<file path="src/rtl/bp_mem_cmd_arbiter_if.sv">
// Two-requester memory command channel: per-requester header/data inputs plus
// the single arbitrated header/data output toward the off-core link.
interface bp_mem_cmd_arbiter_if #(
   parameter int hdr_width_p  = 88,
   parameter int data_width_p = 64
);
   logic [2*hdr_width_p-1:0]  hdr_i;
   logic [1:0]                hdr_v_i;
   logic [1:0]                hdr_yumi_o;
   logic [2*data_width_p-1:0] data_i;
   logic [1:0]                data_v_i;
   logic [1:0]                data_yumi_o;
   logic [hdr_width_p-1:0]    hdr_o;
   logic                      hdr_v_o;
   logic                      hdr_ready_i;
   logic [data_width_p-1:0]   data_o;
   logic                      data_v_o;
   logic                      data_ready_i;

   // Handshake: upstream holds valid and payload stable until its yumi, which
   // fires only in the cycle the downstream valid/ready handshake completes.
   modport slave (
      input  hdr_i, hdr_v_i, data_i, data_v_i, hdr_ready_i, data_ready_i,
      output hdr_yumi_o, data_yumi_o, hdr_o, hdr_v_o, data_o, data_v_o
   );

   modport master (
      output hdr_i, hdr_v_i, data_i, data_v_i, hdr_ready_i, data_ready_i,
      input  hdr_yumi_o, data_yumi_o, hdr_o, hdr_v_o, data_o, data_v_o
   );
endinterface

</file>
<file path="src/rtl/bp_mem_cmd_arbiter.sv">
// Round-robin, message-granular arbiter between the core mem_cmd port (req 0)
// and the I/O-to-memory path (req 1); grant is held from header to last beat.
module bp_mem_cmd_arbiter #(
   parameter int hdr_width_p    = 88,
   parameter int data_width_p   = 64,
   parameter int size_lsb_p     = 0,
   parameter int has_data_bit_p = 3,
   parameter int max_beats_p    = 16
) (
   input  logic              clk_i,
   input  logic              reset_n_i,
   bp_mem_cmd_arbiter_if.slave bus,
   output logic [1:0]        state_o
);

   localparam int dbytes_lp     = data_width_p / 8;
   localparam int lg_dbytes_lp  = $clog2(dbytes_lp);
   localparam int cnt_width_lp  = $clog2(max_beats_p);

   typedef enum logic [1:0] {
      IDLE = 2'd0,
      HDR  = 2'd1,
      DATA = 2'd2
   } state_e;

   state_e                  state_r, state_n;
   logic                    grant_r, grant_n;
   logic                    last_r, last_n;
   logic [cnt_width_lp-1:0] cnt_r, cnt_n;

   logic [hdr_width_p-1:0]  hdr_sel;
   logic [data_width_p-1:0] data_sel;
   logic                    data_v_sel;
   logic [2:0]              size;
   logic [31:0]             bytes;
   logic [31:0]             beats;
   logic [cnt_width_lp-1:0] cnt_load;

   logic [1:0]              hdr_yumi;
   logic [1:0]              data_yumi;
   logic                    hdr_v;
   logic                    data_v;

   assign hdr_sel    = grant_r ? bus.hdr_i[2*hdr_width_p-1:hdr_width_p]
                               : bus.hdr_i[hdr_width_p-1:0];
   assign data_sel   = grant_r ? bus.data_i[2*data_width_p-1:data_width_p]
                               : bus.data_i[data_width_p-1:0];
   assign data_v_sel = grant_r ? bus.data_v_i[1] : bus.data_v_i[0];
   assign size       = hdr_sel[size_lsb_p +: 3];

   // Beat count: one beat for anything that fits a single word, otherwise
   // bytes/dbytes clamped to the counter's range.
   always_comb begin
      bytes = 32'd1 << size;
      if (bytes <= 32'(dbytes_lp)) begin
         beats = 32'd1;
      end else begin
         beats = bytes >> lg_dbytes_lp;
      end
      if (beats > 32'(max_beats_p)) begin
         beats = 32'(max_beats_p);
      end
      cnt_load = cnt_width_lp'(beats - 32'd1);
   end

   always_ff @(posedge clk_i or negedge reset_n_i) begin
      if (!reset_n_i) begin
         state_r <= IDLE;
         grant_r <= 1'b0;
         last_r  <= 1'b1;
         cnt_r   <= '0;
      end else begin
         state_r <= state_n;
         grant_r <= grant_n;
         last_r  <= last_n;
         cnt_r   <= cnt_n;
      end
   end

   always_comb begin
      state_n   = state_r;
      grant_n   = grant_r;
      last_n    = last_r;
      cnt_n     = cnt_r;
      hdr_v     = 1'b0;
      data_v    = 1'b0;
      hdr_yumi  = 2'b00;
      data_yumi = 2'b00;

      unique case (state_r)
         IDLE: begin
            if (|bus.hdr_v_i) begin
               grant_n = (bus.hdr_v_i == 2'b11) ? ~last_r : bus.hdr_v_i[1];
               state_n = HDR;
            end
         end

         HDR: begin
            hdr_v = 1'b1;
            if (bus.hdr_ready_i) begin
               hdr_yumi[grant_r] = 1'b1;
               if (hdr_sel[has_data_bit_p]) begin
                  cnt_n   = cnt_load;
                  state_n = DATA;
               end else begin
                  last_n  = grant_r;
                  state_n = IDLE;
               end
            end
         end

         DATA: begin
            data_v = data_v_sel;
            if (data_v_sel && bus.data_ready_i) begin
               data_yumi[grant_r] = 1'b1;
               if (cnt_r == '0) begin
                  last_n  = grant_r;
                  state_n = IDLE;
               end else begin
                  cnt_n = cnt_r - 1'b1;
               end
            end
         end

         default: begin
            state_n = IDLE;
         end
      endcase
   end

   assign bus.hdr_o       = hdr_sel;
   assign bus.hdr_v_o     = hdr_v;
   assign bus.data_o      = data_sel;
   assign bus.data_v_o    = data_v;
   assign bus.hdr_yumi_o  = hdr_yumi;
   assign bus.data_yumi_o = data_yumi;
   assign state_o         = state_r;

endmodule

</file>
<file path="src/flat_wrapper.sv">
// flat-port wrapper written by rule: the top's interface ports become plain ports
module bp_mem_cmd_arbiter_flat 
#(
   parameter int hdr_width_p    = 88,
   parameter int data_width_p   = 64,
   parameter int size_lsb_p     = 0,
   parameter int has_data_bit_p = 3,
   parameter int max_beats_p    = 16
)
  (clk_i, reset_n_i, state_o, bus_hdr_i, bus_hdr_v_i, bus_data_i, bus_data_v_i, bus_hdr_ready_i, bus_data_ready_i, bus_hdr_yumi_o, bus_data_yumi_o, bus_hdr_o, bus_hdr_v_o, bus_data_o, bus_data_v_o);
  bp_mem_cmd_arbiter_if #(.hdr_width_p(hdr_width_p), .data_width_p(data_width_p)) bus_i ();
  input  logic clk_i;
  input  logic reset_n_i;
  output logic [1:0] state_o;
  input wire logic [$bits(bus_i.hdr_i)-1:0] bus_hdr_i;
  input wire logic [$bits(bus_i.hdr_v_i)-1:0] bus_hdr_v_i;
  input wire logic [$bits(bus_i.data_i)-1:0] bus_data_i;
  input wire logic [$bits(bus_i.data_v_i)-1:0] bus_data_v_i;
  input wire logic [$bits(bus_i.hdr_ready_i)-1:0] bus_hdr_ready_i;
  input wire logic [$bits(bus_i.data_ready_i)-1:0] bus_data_ready_i;
  output wire logic [$bits(bus_i.hdr_yumi_o)-1:0] bus_hdr_yumi_o;
  output wire logic [$bits(bus_i.data_yumi_o)-1:0] bus_data_yumi_o;
  output wire logic [$bits(bus_i.hdr_o)-1:0] bus_hdr_o;
  output wire logic [$bits(bus_i.hdr_v_o)-1:0] bus_hdr_v_o;
  output wire logic [$bits(bus_i.data_o)-1:0] bus_data_o;
  output wire logic [$bits(bus_i.data_v_o)-1:0] bus_data_v_o;
  assign bus_i.hdr_i = bus_hdr_i;
  assign bus_i.hdr_v_i = bus_hdr_v_i;
  assign bus_i.data_i = bus_data_i;
  assign bus_i.data_v_i = bus_data_v_i;
  assign bus_i.hdr_ready_i = bus_hdr_ready_i;
  assign bus_i.data_ready_i = bus_data_ready_i;
  assign bus_hdr_yumi_o = bus_i.hdr_yumi_o;
  assign bus_data_yumi_o = bus_i.data_yumi_o;
  assign bus_hdr_o = bus_i.hdr_o;
  assign bus_hdr_v_o = bus_i.hdr_v_o;
  assign bus_data_o = bus_i.data_o;
  assign bus_data_v_o = bus_i.data_v_o;
  bp_mem_cmd_arbiter #(.hdr_width_p(hdr_width_p), .data_width_p(data_width_p), .size_lsb_p(size_lsb_p), .has_data_bit_p(has_data_bit_p), .max_beats_p(max_beats_p)) u_core (.clk_i(clk_i), .reset_n_i(reset_n_i), .bus(bus_i), .state_o(state_o));
endmodule
</file>
<file path="config.mk">
export PLATFORM = sky130hd
export DESIGN_NAME = bp_mem_cmd_arbiter_flat
export DESIGN_NICKNAME = d
export VERILOG_FILES = /design/src/rtl/bp_mem_cmd_arbiter_if.sv /design/src/rtl/bp_mem_cmd_arbiter.sv /design/src/flat_wrapper.sv
export SDC_FILE = /design/constraint.sdc
export NUM_CORES = 1
export LEC_CHECK = 0
export ABC_AREA = 1
export BUFFER_PORTS_ARGS = -buffer_cell sky130_fd_sc_hd__buf_2
export CAP_MARGIN = 5
export CORE_AREA = 4 4 180 182
export DETAILED_ROUTE_END_ITERATION = 10
export DIE_AREA = 0 0 184 186
export HOLD_SLACK_MARGIN = 0.02
export PLACE_DENSITY = 0.3
export SLEW_MARGIN = 0
export SYNTH_ARGS = -nofsm -noshare
export SYNTH_HDL_FRONTEND = slang
export SYNTH_SLANG_ARGS = --single-unit
</file>
<file path="constraint.sdc">
create_clock -name clk_i -period 4.5 [get_ports clk_i]
set_input_delay 0.45 -clock clk_i [delete_from_list [all_inputs] [get_ports clk_i]]
set_output_delay 0.45 -clock clk_i [all_outputs]
set_load 0.02 [all_outputs]
</file>
==> results.yml <==
status:
  status: "complete, no violations"
timing:
  final.period_utilization: 0.636
  setup_viol: 0
  fin_crit_ns: 2.86
  setup_tns_ns: 0
  rsz0062_at_grt: "no"
  max-slew-margin-rel: 0.504
  worst_pin_slew_ns: 0.744
  clock_skew_ns: 0.00357
  slew_violations: 0
  timing.fmax_ghz: 0.349
  hold_viol: 0
global_route:
  grt_overflow: 0
  grt_pass1_vias: 4605
  track_usage: 0.0903
  grt_max_degree: 78
  grt_pass1_wl_mm: 24.9
  antenna_found_initial: 0
power_and_ir_drop:
  power.density_nw_per_um2: 598
  swShare: 0.653
  p_clk_frac: 0.048
  switchingPower_uw: 2060
  p_comb_frac: 0.879
  ir_drop_v: 0.000268
  power_uw: 3160
  leakagePower_uw: 0.00359
  intPower_uw: 1090
  pwr-share-seq: 0.073
routing:
  wl_per_cell_um: 12.8
  antenna_left: 0
  wl_mm: 18.1
  drt_iter0_markers: 105
  via_count: 4920
  dr.pass1.iters: 5
  drt-vias-per-instance: 3.48
  drc: 0
clock_network:
  cts_buffers: 3
  h-tree-depth: 1
  hold_buffers: 0
  clk_path_buf_depth: 2
  clkSlewWorstSetupHoldPaths_ns: 0.04
  cts-root-buf: "clkbuf_16"
  clock_sinks: 8
  postCtsResizedCells: 0
  clk_latency_ns: 0.23
  cts_tree: "done"
  post-cts-setup-buffers: 0
placement:
  place_congestion: 0.755
  placed_cell_area_sq_um: 5200
  place_inst: 1411
  io_buffers: 471
  dp_hpwl_mm: 15.6
die:
  chipHeight_um: 186
  core_sq_um: 30600
  fp.dieW_um: 184
  rows: 64
  pin_count: 472
  die_area_sq_um: 34200
  start_util: 0.0805
final_layout:
  design_area_sq_um: 5280
  num-nets-final: 1333
  syn2layout_area_growth_pct: 114
  antenna_cells: 0
  drive_above_1_share: 0.489
  finalNonFillerCells: 1415
synth:
  syn_area_per_cell_sq_um: 4.29
  ys.warnings.count: 0
  yosysUniqueCellTypes: 24
  synth_top_family_by_area: "simple AND/OR/NAND/NOR gates"
  syn_area_sq_um: 2460
  synth_area_leaders: "nand2_1 72%, dfrtp_1 7.1%, buf_2 4.1%, nand2_2 2.5%, clkbuf_1 1.8%"
  synthAdderAreaFrac: 0.00508
  synth_seq_area_share: 0.0818
  synth-compound-area-share: 0.0335
  synth_most_common_cell: "nand2_1"
  ys.flop_type: "dfrtp_1"
  synth_fp_nets: 887
  synth_top_cell_area_share: 0.721
  netlist_top_cells_count: "473 x nand2_1, 20 x buf_2, 12 x clkbuf_1, 12 x inv_1, 10 x nand2_2"
  yosysTopAreaCell: "nand2_1"
  yosys.area_share.xor_xnor: 0.00356
  synthCells: 574
  synth-seq-cells: 8
  synth-simple-area-share: 0.782
  synthArstFlopShare: 1.00
  synthMuxAreaShare: 0
  synth_edf_count: 0
flow_run:
  cap_violations: 0
min_path:
  min_path_type: "in -> async"
worst_setup_path:
  worst_ep_arrival_time_ns: 2.41
  cp_max_fo: 77
  end_kind: "output pin"
  cp.required_ns: 4.05
  start_kind: "flop"
  worstSetupPathType: "reg -> out"
-- cells in the final DEF, fill, tap and decap left out, types with 2 or more instances in the layout --
cell type and instances:
buf_2 471, buf_4 3, nand2_2 10, o21ai_0 4
nand3_1 2, dfrtp_1 6, o21ai_1 3, inv_1 12
nor3_1 5, nand2_1 473, nor2_1 8, inv_2 4
clkbuf_16 3
-- metrics by stage --
step / util / setup WS (ns) / hold slack, ns
6_report: 0.172 / 1.64 / 0.0635
5_1_grt: 0.172 / 1.43 / 0.0699
4_1_cts: 0.172 / 1.57 / 0.0712
3_5_place_dp: 0.170 / 1.82 / 0.310
3_3_place_gp: 0.170 / 1.79 / 0.316
2_1_floorplan: - / 2.69 / 0.154
-- area by class of cell --
type                    count  area [sq um]
clock buffers               4          78.8
inverters                  17          66.3
multi-input cells         515          2030
repair buffers            475          2400
flip-flops and latches      8           205
fillers                  3664         25300
well taps                 396           495
-- power by group through the flow --
stage	Clock, uW	Sequential (uW)	Combinational, uW
2_1_floorplan	0	146	1890
3_3_place_gp	0	236	2880
3_5_place_dp	0	234	2830
4_1_cts	155	235	2840
5_1_grt	162	246	3080
6_report	152	231	2770
-- flip-flops by register name, indices dropped and copies added, names as in the netlist --
signal / flops
u_core.grant_r: 1
u_core.cnt_r: 4
u_core.state_o: 2
u_core.last_r: 1
-- layer usage --
layer / up-vias / GRT usage / part of all wire
met4: 0 / 0.0142 / 0.012
met1: 2051 / 0.0968 / 0.35
met2: 261 / 0.183 / 0.54
li1: 2592 / - / -
met3: 16 / 0.0186 / 0.096
met5: - / 0 / 0
-- cell families after synthesis --
logic type,after synthesis
compound gates,12
xor+xnor,1
fa+ha+maj,1
buf+inv,51
flops,8
simple gates,501
-- path summary, 6_finish.rpt --
check	from	endpoint	slack (ns)	depth (start not counted)
min	reset_n_i	u_core.cnt_r[0]$_DFFE_PN0P_	0.06	1
max reg2reg	u_core.grant_r$_DFFE_PN0P_	u_core.cnt_r[2]$_DFFE_PN0P_	1.93	9
max in group asynchronous	reset_n_i	u_core.last_r$_DFFE_PN1P_	4.19	1
min in group clk_i	u_core.last_r$_DFFE_PN1P_	u_core.last_r$_DFFE_PN1P_	0.49	2
max	u_core.grant_r$_DFFE_PN0P_	bus_data_o[34]	1.64	5
min reg2reg	u_core.last_r$_DFFE_PN1P_	u_core.last_r$_DFFE_PN1P_	0.49	2
-- critical path, cell delays in order (launching register included) --
cell and delay [ns]:
dfrtp_4 0.75, inv_4 0.62, buf_12 0.35, nand2_1 0.13, nand2_1 0.07, buf_2 0.16
(Power assumes the default switching activity.)
